`src/rtl/pipe_hazard_ctrl.sv`:
```
// Hazard/forwarding controller: shadow scoreboard EX..WB; optional HAZ_PERF_CNT_EN perf counters.
// Latency: fwd_sel/fwd_data/stall combinational; scoreboard advances each clk edge.
// Backpressure: stall holds PC and IF/ID on load-use or ex_hold; flush_id suppresses it.
module pipe_hazard_ctrl #(
  parameter int STAGES     = 3,
  parameter int NUM_SRC    = 2,
  parameter int REG_AW     = 4,
  parameter int DATA_W     = 32,
  parameter int LOAD_READY = 2,
  localparam int SEL_W     = $clog2(STAGES + 1)
) (
  input  logic                        clk,
  input  logic                        rst,
  input  logic                        id_valid,
  input  logic [NUM_SRC*REG_AW-1:0]   id_src,
  input  logic [NUM_SRC-1:0]          id_src_used,
  input  logic [REG_AW-1:0]           id_dst,
  input  logic                        id_wr,
  input  logic                        id_load,
  input  logic                        ex_hold,
  input  logic                        flush_id,
  input  logic [STAGES-1:0]           flush_mask,
  input  logic [STAGES*DATA_W-1:0]    stage_data,
  output logic                        stall,
  output logic [NUM_SRC*SEL_W-1:0]    fwd_sel,
  output logic [NUM_SRC*DATA_W-1:0]   fwd_data,
  output logic [STAGES-1:0]           stage_valid
`ifdef HAZ_PERF_CNT_EN
  ,
  output logic [31:0]                 perf_stall_cyc,
  output logic [31:0]                 perf_load_use,
  output logic [31:0]                 perf_fwd
`endif
);

  typedef struct packed {
    logic              valid;
    logic [REG_AW-1:0] dst;
    logic              wr;
    logic              load;
  } entry_t;

  entry_t sb     [STAGES];
  entry_t sb_nxt [STAGES];

  logic [NUM_SRC-1:0] lu;
  logic               lu_any;
  logic               hit;
  logic [SEL_W-1:0]   sel_k;
  logic [DATA_W-1:0]  data_k;

  // The WB entry retires regardless, so its flush bit has no effect.
  logic unused_flush_wb;
  assign unused_flush_wb = flush_mask[STAGES-1];

  // Scan oldest to youngest so the youngest match is the last one written.
  always_comb begin
    fwd_sel  = '0;
    fwd_data = '0;
    lu       = '0;
    hit      = 1'b0;
    sel_k    = '0;
    data_k   = '0;
    for (int k = 0; k < NUM_SRC; k++) begin
      hit    = 1'b0;
      sel_k  = '0;
      data_k = '0;
      for (int s = STAGES - 1; s >= 0; s--) begin
        if (id_src_used[k] && sb[s].valid && sb[s].wr &&
            (sb[s].dst == id_src[k*REG_AW +: REG_AW])) begin
          hit    = 1'b1;
          lu[k]  = sb[s].load && (s < LOAD_READY);
          sel_k  = SEL_W'(s + 1);
          data_k = stage_data[s*DATA_W +: DATA_W];
        end
      end
      if (hit && !lu[k]) begin
        fwd_sel[k*SEL_W +: SEL_W]    = sel_k;
        fwd_data[k*DATA_W +: DATA_W] = data_k;
      end
    end
  end

  assign lu_any = |lu;
  assign stall  = id_valid & ~flush_id & (lu_any | ex_hold);

  always_comb begin
    for (int s = 0; s < STAGES; s++) begin
      sb_nxt[s]      = sb[s];
      stage_valid[s] = sb[s].valid;
    end
    for (int s = 2; s < STAGES; s++) begin
      sb_nxt[s]       = sb[s-1];
      sb_nxt[s].valid = sb[s-1].valid & ~flush_mask[s-1];
    end
    if (ex_hold) begin
      sb_nxt[1]       = '0;
      sb_nxt[0]       = sb[0];
      sb_nxt[0].valid = sb[0].valid & ~flush_mask[0];
    end else begin
      sb_nxt[1]       = sb[0];
      sb_nxt[1].valid = sb[0].valid & ~flush_mask[0];
      if (id_valid && !flush_id && !stall)
        sb_nxt[0] = {1'b1, id_dst, id_wr, id_load};
      else
        sb_nxt[0] = '0;
    end
  end

  always_ff @(posedge clk or posedge rst) begin
    if (rst) begin
      for (int s = 0; s < STAGES; s++) sb[s] <= '0;
    end else begin
      for (int s = 0; s < STAGES; s++) sb[s] <= sb_nxt[s];
    end
  end

`ifdef HAZ_PERF_CNT_EN
  logic [$clog2(NUM_SRC+1)-1:0] fwd_cnt;
  logic [32:0]                  fwd_sum;

  always_comb begin
    fwd_cnt = '0;
    for (int k = 0; k < NUM_SRC; k++)
      if (fwd_sel[k*SEL_W +: SEL_W] != '0) fwd_cnt = fwd_cnt + 1'b1;
    fwd_sum = {1'b0, perf_fwd} + 33'(fwd_cnt);
  end

  always_ff @(posedge clk or posedge rst) begin
    if (rst) begin
      perf_stall_cyc <= '0;
      perf_load_use  <= '0;
      perf_fwd       <= '0;
    end else begin
      if (stall && perf_stall_cyc != 32'hFFFF_FFFF)
        perf_stall_cyc <= perf_stall_cyc + 32'd1;
      if (id_valid && !flush_id && lu_any && perf_load_use != 32'hFFFF_FFFF)
        perf_load_use <= perf_load_use + 32'd1;
      if (!stall)
        perf_fwd <= fwd_sum[32] ? 32'hFFFF_FFFF : fwd_sum[31:0];
    end
  end
`endif

endmodule
```
`config.mk`:
```
export PLATFORM = sky130hd
export DESIGN_NAME = pipe_hazard_ctrl
export DESIGN_NICKNAME = d
export VERILOG_FILES = /design/src/rtl/pipe_hazard_ctrl.sv
export SDC_FILE = /design/constraint.sdc
export NUM_CORES = 1
export LEC_CHECK = 0
export CAP_MARGIN = 10
export CORE_UTILIZATION = 35
export DETAILED_ROUTE_END_ITERATION = 8
export PLACE_DENSITY_LB_ADDON = 0.05
export SYNTH_ARGS = -nofsm -noshare
export SYNTH_HDL_FRONTEND = slang
export SYNTH_SLANG_ARGS = --single-unit
```
`constraint.sdc`:
```
create_clock -name clk -period 2.7 [get_ports clk]
set_clock_uncertainty 0.1 [all_clocks]
set_input_delay 0.405 -clock clk [delete_from_list [all_inputs] [get_ports clk]]
set_output_delay 0.405 -clock clk [all_outputs]
set_load 0.03 [all_outputs]
```
Word level (Yosys, flattened, before mapping) --
Cells that the tools add are included.
Cells by class: mux-type cells 28, reduce and logical (&&, ||, !) cells 27, bitwise operators 8, eq/ne operators 6
Operators by type and width (number):
- 32-bit two-way mux | 8
- 4-bit equality test | 6
- 1-bit logical AND | 22
- 2-bit two-way mux | 8
- 14-bit two-way mux | 1
- 1-bit two-way mux | 10
- 7-bit two-way mux | 1
- 1-bit bitwise AND | 4
- 1-bit zero test | 4
- 1-bit NOT | 3
- 2-bit OR reduction | 1
- 1-bit OR | 1
Word-level totals: logic and storage cells 80, output and inout port bits 72, flip-flop bits (word level) 20

Longest topological paths before layout --
Gate-level depths: netlist (run 1).
depth in word-level cells 12, depth in mapped cells 7

Least setup slack after synthesis (run 1) --
Ideal clock, no wire load.
kind reg-to-output, start point register sb[16] (netlist name), end point output port fwd_data[43], slack 0.266 ns, cell stages (with the launch flop) 8, arrival time 1.929 ns, cells stage by stage dfrtp_1 xor2_1 nor3_2 and2_1 buf_6 buf_2 a21oi_1 o2bb2ai_1
Between the ends: longest elaborated chain between the ends 6
RTL lines:
- 4-bit equality test (*) | RTL line 70 | (sb[s].dst == id_src[k*REG_AW +: REG_AW])) begin
- 1-bit logical AND (*) | RTL line 69 | if (id_src_used[k] && sb[s].valid && sb[s].wr &&
- 1-bit two-way mux | RTL line 69
- 1-bit zero test | RTL line 77 | if (hit && !lu[k]) begin
- 1-bit logical AND | RTL line 77
- 32-bit two-way mux (*) | RTL line 77
- end, declared | RTL line 26 | output logic [NUM_SRC*DATA_W-1:0] fwd_data,
Mark *: on every way between the ends. The rest lies on a longest branch, timed or not.

Worst setup path in the final report (run 1) --
start point input port id_src[5], end point output port fwd_data[57]
Between the ends: longest elaborated chain between the ends 7
RTL lines:
- start, declared | RTL line 15 | input logic [NUM_SRC*REG_AW-1:0] id_src,
- 4-bit equality test | RTL line 70
- 1-bit logical AND | RTL line 69
- 1-bit two-way mux (2 in series) | RTL line 69
- 1-bit two-way mux or 1-bit zero test (tied branches) | RTL line 69, 77
- 1-bit logical AND | RTL line 77
- 32-bit two-way mux (*) | RTL line 77
Marked as above.

==> results.json, run 1 <==
{
  "grt_antenna_before_repair": 0,
  "drc_errors": 0,
  "syn_area_per_cell_um2": 7.94,
  "layout_common_cells": "clkdlybuf4s50_1 (111), and3_1 (66), buf_4 (59), a221o_1 (47), buf_6 (40)",
  "clkSinkCount": 20,
  "reg2reg_to": "sb[19]",
  "status": "complete, but fails checks",
  "rows": 30,
  "ys_types": 33,
  "required_ps": 2190,
  "max_freq_mhz": 360,
  "num-fill-cells": 509,
  "coreArea_mm2": 0.00694,
  "maxCapViolCount": 0,
  "synth_warnings": 0,
  "holdCritPathClass": "reg -> reg",
  "grt_pass1_vias": 3501,
  "diodes": 0,
  "cp-start-kind": "input pin",
  "drive_gt1_share_pct": 27.1,
  "critPathCaptureType": "primary output",
  "nets": 657,
  "initial_core_util_pct": 37.2,
  "grt_max_degree": 35,
  "timing.rr.start": "sb[11]",
  "area_growth_pct": 101,
  "hpwl_um": 8110,
  "fin_cells": 632,
  "num_vias": 3559,
  "avgRoutedWirePerCell_um": 18.9,
  "drtIter0Drc": 242,
  "clk_latency_ps": 260,
  "setup_viol": 62,
  "ir_drop_uv": 208,
  "syn_area_mm2": 0.00258,
  "crit_type": "in -> out",
  "final_common_cell": "clkdlybuf4s50_1",
  "dpl.cell_count": 611,
  "fin_ws_ps": -79.7,
  "vias_per_cell": 5.63,
  "final_core_util_pct": 74.6,
  "multi_input_area_mm2": 0.00196,
  "netlist_instances": 325,
  "clockRootBuffer": "clkbuf_8",
  "violations": "negative setup slack",
  "ys_async_sr_fraction_pct": 100,
  "die-area_mm2": 0.00772,
  "ys.flop_type": "dfrtp_1",
  "cts_tree": "done",
  "h-tree-depth": 1,
  "synth-seq-cells": 20,
  "antenna_left": 0,
  "period_share_pct": 103,
  "ys_seq_area_share_pct": 19.4,
  "worstSetupEndpoint": "fwd_data[57]",
  "gr-total-overflow": 0,
  "syn-num-nets": 445,
  "grt_pass1_wl_um": 17500,
  "drv_slew": 0,
  "die_w_um": 87.9,
  "first_pass_iters": 4,
  "period_needed_ps": 2780,
  "worst_pin_slew_ps": 793,
  "crit_fanout": 13,
  "cts.path.max_buffers": 2,
  "track_usage_pct": 29.3,
  "cts_buffers": 3,
  "synth_edf_count": 0,
  "critPathLaunch": "id_src[5]",
  "r2r_slack_ps": 550,
  "routed_wl_um": 11900,
  "place_congestion": 0.839,
  "holdWs_ps": 321,
  "ioPinCount": 192,
  "power_density_mw_per_mm2": 173,
  "clk_pin_slew_ps": 80,
  "p_leak_nw": 2.53,
  "finalHoldViolCount": 0,
  "arrival_ps": 2270,
  "die_h_um": 87.9,
  "rsz0062_at_grt": "yes",
  "regArea_um2": 502,
  "slew_headroom_pct": 47.1,
  "reg2regPathDepth": 10,
  "portBuffers": 190
}
-- cells by family after synthesis --
| family | count (synthesis) | synth area share [%] |
|---|---|---|
| AO/OA/AOI/OAI | 91 | 30.7 |
| XOR/XNOR | 24 | 8.15 |
| flip-flops | 20 | 19.4 |
| buffers and inverters | 40 | 7.76 |
| AND/OR/NAND/NOR | 150 | 33.9 |
-- cell usage after synthesis (all sizes together) (2+ instances only) --
master	number	area, µm²
and2	2	12.5
a21oi	13	65.1
nand3	6	30.0
and3	66	413
a221o	47	470
nor2	12	52.6
buf	15	106
nor2b	36	225
a211o	9	78.8
or3	2	12.5
nand4	2	12.5
o211a	2	20.0
nand2	16	62.6
inv	6	22.5
o31ai	7	52.6
dfrtp	20	500
xor2	16	140
o2bb2ai	8	70.1
xnor2	8	70.1
o21ai	2	10.0
clkbuf	19	71.3
nor3	6	40.0
-- worst min-delay path by stage --
stage | from | slack (ps) | cells past startpoint | endpoint
floorplan | rst | 270 | 1 | sb[10]
global placement | sb[8] | 290 | 0 | sb[1]
detailed placement | sb[8] | 300 | 0 | sb[1]
CTS | sb[8] | 320 | 0 | sb[1]
global route | sb[8] | 330 | 0 | sb[1]
finish | sb[8] | 320 | 0 | sb[1]
-- critical path, stage by stage --
cell	delay, ps
clkdlybuf4s15_1	250
xnor2_2	200
nand4_1	250
or3_4	480
nor2_4	120
buf_6	130
buf_12	130
a221o_1	190
buf_12	130
-- timing repair --
action,in CTS,in global routing
gates resized for setup,74,12
pin swaps,24,18
hold buffers,0,0
hold endpoints to repair,0,0
setup buffers,14,1
endpoints found under the setup margin,69,66
cloned,4,0
-- state kept, by name, indices dropped and copies added (netlist names) --
register     flops
sb              17
stage_valid      3
-- routing by layer --
metal  share of wire (%)  global-route usage (%)
met5                   0                       0
met4                 1.9                    5.81
met3                 8.4                    7.82
met2                  50                    52.4
met1                  40                    35.2
-- area by class of cell --
class	instances	share of cell area [%]
tap	96	2.32
sequential	20	9.68
inverter	6	0.435
multi-input combinational	265	37.8
timing repair buffer	241	48.7
clock buffer	4	1.06
-- through the flow --
stage / power, W / area, µm² / setup WS (ps) / setup TNS [ps]
detailed placement: 0.000654 / 4710 / -361 / -13130
finish: 0.000898 / 5180 / -79.7 / -2440
global route: 0.000942 / 5180 / -170 / -8030
global placement: 0.000647 / 4710 / -299 / -11280
floorplan: 0.000420 / 2580 / 266 / 0
CTS: 0.000891 / 5140 / -59.6 / -480
-- where the power goes --
group | internal, W | leakage (nW) | switching, W
registers | 0.000311 | 0.271 | 0.0000152
logic | 0.000215 | 2.23 | 0.000124
clock network | 0.000130 | 0.0288 | 0.000102
total | 0.000656 | 2.53 | 0.000242
No activity file was read; power rests on OpenSTA's default activity.
==> inputs of run 2 (changes only) <==
--- a/config.mk
+++ b/config.mk
@@ -5,8 +5,9 @@
 export SDC_FILE = /design/constraint.sdc
 export NUM_CORES = 1
 export LEC_CHECK = 0
-export CAP_MARGIN = 10
+export CAP_MARGIN = 5
 export CORE_UTILIZATION = 35
+export CTS_BUF_LIST = sky130_fd_sc_hd__clkbuf_16
 export DETAILED_ROUTE_END_ITERATION = 8
 export PLACE_DENSITY_LB_ADDON = 0.05
 export SYNTH_ARGS = -nofsm -noshare
==> run 2 against run 1 <==
Net effect:
- the run still ends with negative setup slack left
- clock power grew 33%
- maximum frequency shrank 1.1%
- die area is the same
- flip-flop and latch count is the same
- critical path type is now reg -> out
==> results.json, run 2 (synthesized netlist as in run 1, its figures left out) <==
{
  "status": "complete, but fails checks",
  "violations": "negative setup slack",
  "power_w": 0.000997,
  "cp-start-kind": "register",
  "first_pass_iters": 5,
  "critPathLaunch": "sb[11]",
  "pwr-share-comb_pct": 36.2,
  "r2r_slack_ps": 660,
  "gr-total-overflow": 0,
  "h-tree-depth": 1,
  "die_w_um": 87.9,
  "path_depth": 8,
  "p_leak_nw": 2.64,
  "cts.path.max_buffers": 2,
  "initial_core_util_pct": 37.2,
  "crit_chain": "buf_6 > xnor2_4 > nand3_2 > or3_4 > nor2_4 > buf_6 > a221o_1 > buf_6",
  "crit_type": "reg -> out",
  "area_growth_pct": 113,
  "routed_wl_um": 13200,
  "period_share_pct": 104,
  "largest_reg_flops": 17,
  "drc_errors": 0,
  "drtIter0Drc": 251,
  "coreArea_mm2": 0.00694,
  "hpwl_um": 8110,
  "reg2regPathDepth": 9,
  "grt_antenna_before_repair": 0,
  "period_needed_ps": 2810,
  "avgRoutedWirePerCell_um": 20.8,
  "holdCritPathClass": "reg -> reg",
  "drv_slew": 0,
  "slew_headroom_pct": 47.7,
  "max_flop_register": "sb",
  "critPathTopFamily": "simple AND/OR/NAND/NOR gates",
  "setup_viol": 62,
  "track_usage_pct": 29.5,
  "crit_top_cell": "buf_6",
  "clk_latency_ps": 250,
  "fin_tns_setup_ps": -3300,
  "postPlaceCellArea_mm2": 0.00471,
  "ioPinCount": 192,
  "rsz0062_at_grt": "yes",
  "critPathBufInv": 3,
  "clockPowerShare_pct": 31.0,
  "final_common_cell": "clkdlybuf4s50_1",
  "crit_fanout": 8,
  "layout_common_cells": "clkdlybuf4s50_1 (111), and3_1 (66), buf_6 (64), a221o_1 (47), buf_4 (38)",
  "seq_power_share_pct": 32.8,
  "max_freq_mhz": 356,
  "timing.rr.start": "sb[11]",
  "grt_pass1_vias": 3533,
  "reg2reg_to": "sb[19]",
  "portBuffers": 190,
  "rows": 30,
  "cts_hold_buf": 0,
  "vias_per_cell": 5.94,
  "drive_gt1_share_pct": 30.1,
  "worstHoldStart": "sb[8]",
  "fin_area_mm2": 0.00548,
  "worst_pin_slew_ps": 784,
  "clk_pin_slew_ps": 60,
  "power_density_mw_per_mm2": 182,
  "finalHoldViolCount": 0,
  "clockRootBuffer": "clkbuf_16",
  "nets": 663,
  "sw_frac_of_total_pct": 26.6,
  "worstSetupEndpoint": "fwd_data[28]",
  "cts_tree": "done",
  "cp_slowest_cell": "or3_4",
  "required_ps": 2190,
  "diodes": 0,
  "num_vias": 3791,
  "power.net_switching_w": 0.000265,
  "place_congestion": 0.839,
  "grt_max_degree": 35,
  "clkSinkCount": 20,
  "max_stage_delay_ps": 420,
  "critPathCaptureType": "primary output",
  "fin_ws_ps": -111,
  "internal_power_w": 0.000732,
  "grt_pass1_wl_um": 17600,
  "arrival_ps": 2310,
  "die_h_um": 87.9,
  "antenna_left": 0,
  "ir_drop_uv": 199,
  "die-area_mm2": 0.00772,
  "cts_buffers": 3,
  "maxCapViolCount": 0
}
-- run 2: cell count changes in the layout (fill, tap and decap cells not counted), moves of 3 or more --
cell and change:
buf_6 +24, clkbuf_8 -4, o2bb2ai_2 +4, buf_4 -21, clkbuf_16 +6, o2bb2ai_1 -7
o2bb2ai_4 +3
-- run 2: how the worst min path moves through the flow --
stage                         to  slack, ps  depth (start not counted)
after floorplan           sb[10]        270                          1
after global placement     sb[1]        290                          0
after detailed placement   sb[1]        300                          0
after CTS                  sb[1]        310                          0
after global routing       sb[1]        320                          0
final                      sb[1]        320                          0
-- run 2: metrics by stage --
step | utilization, % | hold WS, ps | cells | setup slack [ps]
global route | 79.0 | 321 | 638 | -156
detailed placement | 67.9 | 301 | 611 | -361
floorplan | - | 269 | 325 | 266
CTS | 73.9 | 313 | 633 | -51.5
global placement | 67.9 | 293 | 611 | -299
finish | 79.0 | 316 | 638 | -111
-- run 2: cell type report --
type                       instances  area, µm²
clock inverter                     1       3.75
inverter                           6       22.5
fill                             478       1460
clock buffer                       3       75.1
tap                               96        120
multi-input combinational        265       2070
sequential                        20        502
timing repair buffer             247       2690
-- run 2: per-layer routing --
layer / vias up / part of all wire [%] / track usage, %
li1: 1690 / - / -
met1: 1851 / 39 / 35.6
met2: 224 / 51 / 53.1
met3: 26 / 8.6 / 6.13
met4: 0 / 2.0 / 7.75
met5: - / 0 / 0
-- run 2: power groups by stage --
stage | clock [W] | combinational [W] | sequential, W
global placement | 0 | 0.000317 | 0.000330
CTS | 0.000311 | 0.000338 | 0.000325
global route | 0.000327 | 0.000381 | 0.000327
finish | 0.000309 | 0.000361 | 0.000327
detailed placement | 0 | 0.000323 | 0.000331
floorplan | 0 | 0.0000932 | 0.000327
-- run 2: repair_timing --
| item | CTS | global route |
|---|---|---|
| resized for setup | 56 | 70 |
| cloned | 4 | 3 |
| buffers inserted | 16 | 3 |
| pin swaps | 24 | 44 |
| setup endpoints to repair | 68 | 65 |
==> inputs of run 3 (changes only) <==
--- a/config.mk
+++ b/config.mk
@@ -6,9 +6,11 @@
 export NUM_CORES = 1
 export LEC_CHECK = 0
 export CAP_MARGIN = 5
-export CORE_UTILIZATION = 35
-export CTS_BUF_LIST = sky130_fd_sc_hd__clkbuf_16
+export CORE_MARGIN = 3
+export CORE_UTILIZATION = 36
+export CTS_BUF_LIST = sky130_fd_sc_hd__clkbuf_4
 export DETAILED_ROUTE_END_ITERATION = 8
+export MAX_ROUTING_LAYER = met4
 export PLACE_DENSITY_LB_ADDON = 0.05
 export SYNTH_ARGS = -nofsm -noshare
 export SYNTH_HDL_FRONTEND = slang
==> run 3 against run 2 <==
Net effect:
- the flow still finishes with violations (negative setup slack)
- via count up 6.4%
- wire length rose by 14%
- clock-buffer cell count stayed put
- clock power fell by 49%
- critical path depth increased by 1
- sequential power about the same
- maximum frequency decreased by 2.8%
- power decreased by 13%
- global-route usage rose by 2.1 points
- final area rose by 5.9%
- register-to-register slack got worse by 100 ps
- critical path type unchanged
- critical endpoint is now fwd_data[10]
==> results.json, run 3 (synthesized netlist as in run 1, its figures left out) <==
{
  "status": "complete, but fails checks",
  "violations": "negative setup slack",
  "fin_area_mm2": 0.00581,
  "rows": 30,
  "cts_hold_buf": 0,
  "cp-start-kind": "register",
  "die_w_um": 90.7,
  "postPlaceCellArea_mm2": 0.00473,
  "initial_core_util_pct": 37.6,
  "clk_pin_slew_ps": 120,
  "p_leak_nw": 2.67,
  "cts_buffers": 3,
  "final_core_util_pct": 84.6,
  "dpl.cell_count": 618,
  "drv_slew": 0,
  "reg2regPathDepth": 8,
  "final_common_cell": "clkdlybuf4s50_1",
  "crit_type": "reg -> out",
  "grt_max_degree": 35,
  "avgRoutedWirePerCell_um": 23.2,
  "holdCritPathClass": "reg -> reg",
  "hold_path_depth": 0,
  "worstHoldStart": "sb[8]",
  "seq_power_share_pct": 37.6,
  "power_density_mw_per_mm2": 149,
  "drtIter0Drc": 324,
  "track_usage_pct": 31.6,
  "clkSinkCount": 20,
  "grt_antenna_before_repair": 0,
  "die_h_um": 90.7,
  "diodes": 0,
  "maxCapViolCount": 0,
  "largest_reg_flops": 17,
  "area_growth_pct": 125,
  "fin_ws_ps": -192,
  "drive_gt1_share_pct": 37.9,
  "h-tree-depth": 1,
  "fin_cells": 650,
  "slew_headroom_pct": 47.4,
  "required_ps": 2190,
  "ioPinCount": 192,
  "period_needed_ps": 2890,
  "cts.path.max_buffers": 2,
  "finalHoldViolCount": 0,
  "worst_pin_slew_ps": 788,
  "critPathCaptureType": "primary output",
  "rsz0062_at_grt": "yes",
  "pwr-share-comb_pct": 44.1,
  "sw_frac_of_total_pct": 31.6,
  "coreArea_mm2": 0.00687,
  "place_congestion": 0.878,
  "clk_latency_ps": 320,
  "layout_common_cells": "clkdlybuf4s50_1 (112), buf_6 (62), a221o_1 (47), buf_4 (44), nor2b_1 (36)",
  "first_pass_iters": 5,
  "antenna_left": 0,
  "grt_pass1_wl_um": 20600,
  "setup_viol": 60,
  "power.net_switching_w": 0.000273,
  "cts_tree": "done",
  "critPathLaunch": "sb[18]",
  "period_share_pct": 107,
  "max_freq_mhz": 346,
  "die-area_mm2": 0.00822,
  "crit_fanout": 9,
  "grt_pass1_vias": 3848,
  "timing.rr.start": "sb[18]",
  "drc_errors": 0,
  "vias_per_cell": 6.20,
  "clockPowerShare_pct": 18.3,
  "nets": 675,
  "internal_power_w": 0.000591,
  "clockRootBuffer": "clkbuf_4",
  "max_flop_register": "sb",
  "power_w": 0.000864,
  "hpwl_um": 8960,
  "gr-total-overflow": 0,
  "arrival_ps": 2390,
  "portBuffers": 190,
  "routed_wl_um": 15100,
  "ir_drop_uv": 199,
  "num_vias": 4033,
  "pre_cts_ws_ps": -598
}
run 3: critical path, stage by stage, from the launching register on:
cell	delay, ps
dfrtp_1	450
buf_6	150
xor2_2	170
nor3_2	170
buf_4	160
and2_4	180
nor2_4	60
buf_4	170
a221o_1	400
buf_6	160
run 3: worst paths after layout:
check	to	slack, ps
max in group asynchronous	sb[9]	1600
max reg2reg	stage_valid[0]	560
min reg2reg	sb[1]	360
min in group asynchronous	sb[19]	420
min	sb[1]	360
max	fwd_data[10]	-190
run 3: stage by stage:
stage	setup TNS, ps	hold WS [ps]
finish	-6380	359
CTS	-3730	323
global placement	-20550	300
detailed placement	-21400	298
floorplan	0	269
global route	-11230	362
run 3: repair_timing:
item,4_1_cts,5_1_grt
gates resized for setup,135,87
buffers inserted,10,7
pin swaps,19,28
gates cloned,5,6
endpoints found under the setup margin,68,68
run 3: layout make-up:
class                           count  area (µm²)
Timing Repair Buffer              257        2850
Multi-Input combinational cell    267        2290
Fill cell                         385        1060
Sequential cell                    20         500
Tap cell                           96         120
Clock buffer                        3        22.5
Inverter                            6        22.5
Clock inverter                      1        3.75
run 3: power groups by stage:
stage	clock (W)	sequential, W	combinational (W)
detailed placement	0	0.000328	0.000335
global route	0.000172	0.000325	0.000401
global placement	0	0.000328	0.000330
finish	0.000158	0.000325	0.000381
floorplan	0	0.000327	0.0000932
CTS	0.000154	0.000322	0.000347
run 3: routing by layer:
metal | global-route usage [%] | up-vias | part of all wire [%]
met1 | 37.8 | 1954 | 38
met5 | - | - | 0
met3 | 6.42 | 59 | 9.8
li1 | - | 1711 | -
met4 | 8.55 | 0 | 4.1
met2 | 54.1 | 309 | 48
